**config.mk**
```make
export PLATFORM = sky130hd
export DESIGN_NAME = debounce_scan_ctrl
export DESIGN_NICKNAME = d
export VERILOG_FILES = /design/src/rtl/debounce_scan_ctrl.sv
export SDC_FILE = /design/constraint.sdc
export NUM_CORES = 1
export LEC_CHECK = 0
export CORE_MARGIN = 2
export CORE_UTILIZATION = 45
export DETAILED_ROUTE_END_ITERATION = 12
export PLACE_DENSITY = 0.66
export SLEW_MARGIN = 20
export SYNTH_ARGS = -nofsm -noshare
export SYNTH_HDL_FRONTEND = slang
export SYNTH_SLANG_ARGS = --single-unit
```
**constraint.sdc**
```tcl
create_clock -name clk -period 2.1 [get_ports clk]
set_input_delay 0.42 -clock clk [delete_from_list [all_inputs] [get_ports clk]]
set_output_delay 0.42 -clock clk [all_outputs]
set_load 0.05 [all_outputs]
```
**src/rtl/debounce_scan_ctrl.sv**
```systemverilog
// Time-multiplexed debouncer: N synchronized inputs share one integrate-and-compare
// step on a round-robin slot schedule; level changes are reported on a one-entry event port.
module debounce_scan_ctrl #(
  parameter int N        = 4,
  parameter int CNT_W    = 3,
  parameter int PRESCALE = 4,
  localparam int CHAN_W  = (N > 1) ? $clog2(N) : 1
) (
  input  logic              clk,
  input  logic              rst_n,
  input  logic [N-1:0]      in,
  output logic [N-1:0]      out,
  output logic              evt_valid,
  input  logic              evt_ready,
  output logic [CHAN_W-1:0] evt_chan,
  output logic              evt_level,
  output logic              evt_ovf,
  input  logic              ovf_clr
);

  localparam int PC_W   = (PRESCALE > 1) ? $clog2(PRESCALE) : 1;
  localparam int THRESH = (1 << CNT_W) - 1;

  logic [N-1:0]      sync_p0;
  logic [N-1:0]      sync_p1;
  logic [PC_W-1:0]   pc;
  logic [CHAN_W-1:0] idx;
  logic [CNT_W-1:0]  cnt [N];
  logic              slot;
  logic              cur_sync;
  logic              cur_out;
  logic [CNT_W-1:0]  cur_cnt;
  logic              gen_evt;

  // Stage p0 -> p1: two-flop synchronizer on every raw input
  always_ff @(posedge clk or negedge rst_n) begin
    if (!rst_n) begin
      sync_p0 <= '0;
      sync_p1 <= '0;
    end else begin
      sync_p0 <= in;
      sync_p1 <= sync_p0;
    end
  end

  // Slot timing and round-robin scan index
  assign slot = (pc == PC_W'(PRESCALE - 1));

  always_ff @(posedge clk or negedge rst_n) begin
    if (!rst_n) begin
      pc  <= '0;
      idx <= '0;
    end else if (slot) begin
      pc  <= '0;
      idx <= (idx == CHAN_W'(N - 1)) ? '0 : idx + CHAN_W'(1);
    end else begin
      pc  <= pc + PC_W'(1);
    end
  end

  // Shared compare step: select the channel being served this slot
  always_comb begin
    cur_sync = 1'b0;
    cur_out  = 1'b0;
    cur_cnt  = '0;
    for (int k = 0; k < N; k++) begin
      if (idx == CHAN_W'(k)) begin
        cur_sync = sync_p1[k];
        cur_out  = out[k];
        cur_cnt  = cnt[k];
      end
    end
  end

  assign gen_evt = slot && (cur_sync != cur_out) && (cur_cnt == CNT_W'(THRESH - 1));

  always_ff @(posedge clk or negedge rst_n) begin
    if (!rst_n) begin
      out <= '0;
      for (int k = 0; k < N; k++) cnt[k] <= '0;
    end else begin
      for (int k = 0; k < N; k++) begin
        if (slot && (idx == CHAN_W'(k))) begin
          if (sync_p1[k] == out[k]) begin
            cnt[k] <= '0;
          end else if (cnt[k] == CNT_W'(THRESH - 1)) begin
            out[k] <= sync_p1[k];
            cnt[k] <= '0;
          end else begin
            cnt[k] <= cnt[k] + CNT_W'(1);
          end
        end
      end
    end
  end

  // One-entry event register; a new event may replace an entry popped the same cycle
  always_ff @(posedge clk or negedge rst_n) begin
    if (!rst_n) begin
      evt_valid <= 1'b0;
      evt_chan  <= '0;
      evt_level <= 1'b0;
      evt_ovf   <= 1'b0;
    end else begin
      if (gen_evt && (!evt_valid || evt_ready)) begin
        evt_valid <= 1'b1;
        evt_chan  <= idx;
        evt_level <= cur_sync;
      end else if (evt_valid && evt_ready) begin
        evt_valid <= 1'b0;
      end

      if (gen_evt && evt_valid && !evt_ready) begin
        evt_ovf <= 1'b1;
      end else if (ovf_clr) begin
        evt_ovf <= 1'b0;
      end
    end
  end

endmodule
```
==> flow_results.xml <==
<?xml version="1.0" encoding="UTF-8"?>
<metrics>
  <group name="timing">
    <metric name="transition_time_at_the_pin_with_the_least_slew_margin" unit="ns">0.4997</metric>
    <metric name="layout_min_cycle_time" unit="ns">1.998</metric>
    <metric name="achievable-frequency" unit="MHz">500.6</metric>
    <metric name="finalClockSkew" unit="ns">0.01604</metric>
    <metric name="slew_headroom" unit="">0.6658</metric>
    <metric name="hold_violations" unit="">0</metric>
    <metric name="rsz0062_at_grt" unit="">no</metric>
    <metric name="finalSetupViolCount" unit="">0</metric>
    <metric name="fin_hold_ws" unit="ns">0.3560</metric>
    <metric name="finalSetupTns" unit="ns">0</metric>
    <metric name="ratio_of_final_minimum_period_to_clock_period" unit="">0.9513</metric>
    <metric name="drv_slew" unit="">0</metric>
  </group>
  <group name="worst_hold_path">
    <metric name="hp-class" unit="">flip-flop to flip-flop</metric>
    <metric name="timing.hold.worst.start" unit="">sync_p0[3]</metric>
    <metric name="worst_hold_path.endpoint" unit="">sync_p1[3]</metric>
    <metric name="holdPathStages" unit="">0</metric>
  </group>
  <group name="outcome">
    <metric name="run_status" unit="">complete, no violations</metric>
  </group>
  <group name="power">
    <metric name="vdd_drop_max" unit="mV">0.4089</metric>
    <metric name="leakagePower" unit="nW">0.7525</metric>
    <metric name="power-per-cell-area" unit="nW/um^2">638.1</metric>
  </group>
  <group name="detailed_routing">
    <metric name="via_count" unit="">1054</metric>
    <metric name="routed_wirelength" unit="um">2602</metric>
    <metric name="drt_drc_violations_left" unit="">0</metric>
    <metric name="vias_per_cell" unit="">5.092</metric>
    <metric name="drt-initial-drc-count" unit="">28</metric>
    <metric name="detailedRoute.firstPassIterationCount" unit="">4</metric>
    <metric name="route.detailed.wl_per_inst" unit="um">12.57</metric>
    <metric name="ant_nets" unit="">0</metric>
  </group>
  <group name="cts">
    <metric name="cts_tree" unit="">built</metric>
    <metric name="cts_htree_levels" unit="">2</metric>
    <metric name="worst_skew_pair.late_latency" unit="ns">0.34</metric>
    <metric name="number_of_buffers_created_by_cts" unit="">5</metric>
    <metric name="clock_path_buffers" unit="">2</metric>
    <metric name="clk_root_buffer_cell" unit="">clkbuf_4</metric>
    <metric name="clock_sink_count" unit="">33</metric>
    <metric name="clk_pin_slew_worst_paths" unit="ns">0.10</metric>
  </group>
  <group name="yosys">
    <metric name="synthesis.area_per_instance" unit="sq um">10.63</metric>
    <metric name="post-synth-top-area-cell" unit="">dfrtp_1</metric>
    <metric name="post-synth-top-area-fraction" unit="">0.5631</metric>
    <metric name="postSynth.asyncResetShare" unit="">1.000</metric>
    <metric name="sequential_to_total_area_share_from_yosys_stat" unit="">0.5631</metric>
    <metric name="ys_top_cells_by_area" unit="">dfrtp_1, o21ai_0, nand2_1, ha_1, mux2_4</metric>
    <metric name="mapped_area" unit="sq um">1466</metric>
    <metric name="ys_dominant_reg_cell" unit="">dfrtp_1</metric>
    <metric name="synth_warnings" unit="">0</metric>
    <metric name="count_of_state_elements_after_synthesis" unit="">33</metric>
    <metric name="synthCells" unit="">138</metric>
    <metric name="synth.net_count" unit="">151</metric>
    <metric name="netlist_top_cells_count" unit="">dfrtp_1, o21ai_0, nand2_1</metric>
    <metric name="synth-edff-count" unit="">0</metric>
    <metric name="yosysMostFrequentCell" unit="">dfrtp_1</metric>
    <metric name="ys_types" unit="">25</metric>
  </group>
  <group name="setup_path">
    <metric name="crit-reg2reg-capture" unit="">evt_level</metric>
    <metric name="worstPathRequired" unit="ns">1.68</metric>
    <metric name="maximum_fanout_encountered_on_the_critical_timing_path" unit="">3</metric>
    <metric name="worstSetupEndpointType" unit="">output pin</metric>
    <metric name="cpPeakStageDelay" unit="ns">0.83</metric>
    <metric name="critPathArrivalTime" unit="ns">1.58</metric>
    <metric name="setup_slack_of_the_worst_register_to_register_path" unit="ns">0.12</metric>
    <metric name="cpMaxStageDelayCell" unit="">clkdlybuf4s50_1</metric>
    <metric name="worst-setup-path-type" unit="">flip-flop to output pin</metric>
    <metric name="r2r.worst_path.cells" unit="">7</metric>
    <metric name="critical_path.top_delay_family" unit="">buffers and inverters</metric>
    <metric name="startpoint_type" unit="">flip-flop</metric>
    <metric name="path_cells" unit="">clkdlybuf4s50_1</metric>
    <metric name="cp_num_buf_inv" unit="">1</metric>
    <metric name="rr_startpoint" unit="">idx[1]</metric>
  </group>
  <group name="placed_design">
    <metric name="port_buffers" unit="">16</metric>
    <metric name="gp_congestion" unit="">0.8096</metric>
    <metric name="placed_cell_area" unit="sq um">1689</metric>
    <metric name="place.detailed.hpwl" unit="um">1919</metric>
  </group>
  <group name="finish">
    <metric name="drive_above_1_share" unit="">0.1350</metric>
    <metric name="finalNetCount" unit="">175</metric>
    <metric name="num_antenna_cells" unit="">0</metric>
    <metric name="postLayoutCellArea" unit="sq um">1772</metric>
    <metric name="post_synthesis_to_final_layout_area_growth" unit="%">20.82</metric>
  </group>
  <group name="global_routing">
    <metric name="grt_pass1_vias" unit="">1075</metric>
    <metric name="grt_antenna_before_repair" unit="">0</metric>
    <metric name="grt_first_pass_wirelength" unit="um">4692</metric>
    <metric name="globalRouteTotalUtil" unit="">0.1752</metric>
    <metric name="grt-ovfl-total" unit="">0</metric>
    <metric name="grt_max_degree" unit="">34</metric>
  </group>
  <group name="die">
    <metric name="start_util" unit="">0.4764</metric>
    <metric name="die_y" unit="um">61.09</metric>
    <metric name="chipWidth" unit="um">61.09</metric>
    <metric name="design.die.area" unit="sq um">3731</metric>
    <metric name="core_area" unit="sq um">3078</metric>
    <metric name="ioPinCount" unit="">17</metric>
    <metric name="rows" unit="">20</metric>
  </group>
  <group name="run">
    <metric name="max-cap-violations" unit="">0</metric>
  </group>
</metrics>
[kinds of logic (layout without fill, tap and decap cells)]
family / Yosys count / in the layout / share of synthesized area
adders and majority gates: 5 / 5 / 0.04266
buffers and inverters: 8 / 33 / 0.02048
and+or+nand+nor: 45 / 45 / 0.1459
xor gates and xnor gates: 4 / 4 / 0.02389
muxes: 6 / 6 / 0.05375
DFF: 33 / 33 / 0.5631
AOI/OAI and AO/OA: 37 / 37 / 0.1502
[what timing repair did]
action / in CTS / in global routing
endpoints found under the setup margin: 0 / 3
buffers inserted: 0 / 1
hold buffers: 0 / 0
gates resized for setup: 0 / 1
[power breakdown]
group / switching [W] / total [W] / internal (W) / leakage (nW)
clock: 0.000209 / 0.000403 / 0.000194 / 0.0413
sequential: 0.0000214 / 0.000675 / 0.000654 / 0.428
combinational: 0.0000266 / 0.0000523 / 0.0000257 / 0.283
total: 0.000257 / 0.00113 / 0.000873 / 0.752
[metal layers]
metal | GRT usage | vias up | wire length [um]
met1 | 0.2371 | 490 | 1228
met5 | 0 | - | 0
met2 | 0.2614 | 24 | 1200
li1 | - | 536 | -
met3 | 0.06303 | 4 | 134
met4 | 0.06211 | 0 | 38
[state kept, by name (all words and copies together) (netlist names), 2 cells and up]
name / count
cnt: 12
out: 4
sync_p0: 4
sync_p1: 4
evt_chan: 2
idx: 2
pc: 2
[through the flow]
stage	instances	total power, W	util	setup WS, ns
floorplan	138	0.0007053	-	0.2558
global route	207	0.001190	0.5756	0.004650
global placement	198	0.0007365	0.5488	0.1571
detailed placement	198	0.0007408	0.5488	0.09475
CTS	206	0.001148	0.5715	0.07141
finish	207	0.001131	0.5756	0.1023
[final cells by class]
type	count	area, sq um
fill	285	1306
sequential	33	825.8
multi-input combinational	97	615.6
timing repair buffer	19	182.7
clock buffer	7	65.06
tap	44	55.05
inverter	6	22.52
clock inverter	1	5.005
[cell usage in the layout (no fill, tap or decap)]
master / synthesis / routed
o21a_1: 1 / 1
and4b_4: 1 / 1
nand4_1: 1 / 1
mux2_4: 3 / 3
a22o_1: 2 / 2
dfrtp_1: 33 / 33
clkinv_2: 0 / 1
clkbuf_4: 0 / 5
o2111a_2: 1 / 1
xnor2_1: 4 / 4
nor2_1: 9 / 9
nand2b_1: 2 / 2
nand3_1: 6 / 6
nor4_1: 1 / 1
o21ai_0: 22 / 22
nand2_1: 18 / 18
ha_1: 5 / 5
clkbuf_8: 0 / 2
clkdlybuf4s50_1: 0 / 16
mux2_2: 3 / 3
nor2b_4: 1 / 1
o211ai_1: 1 / 1
o31ai_1: 3 / 2
a22o_2: 1 / 1
a21oi_1: 4 / 4
buf_4: 0 / 3
o31ai_2: 0 / 1
o22ai_1: 2 / 2
inv_1: 6 / 6
nor3_1: 6 / 6
[how the worst max path moves through the flow]
stage | start | end | slack (ns) | cells after the start
2_1_floorplan | idx[0] | evt_chan[0] | 0.26 | 6
3_3_place_gp | idx[1] | evt_chan[0] | 0.16 | 7
3_5_place_dp | idx[1] | evt_chan[1] | 0.09 | 7
4_1_cts | idx[1] | evt_chan[1] | 0.07 | 7
5_1_grt | idx[1] | evt_level | 0.005 | 7
6_report | out[2] | out[2] | 0.10 | 1
Note: power is estimated with default switching activity, not from simulation.
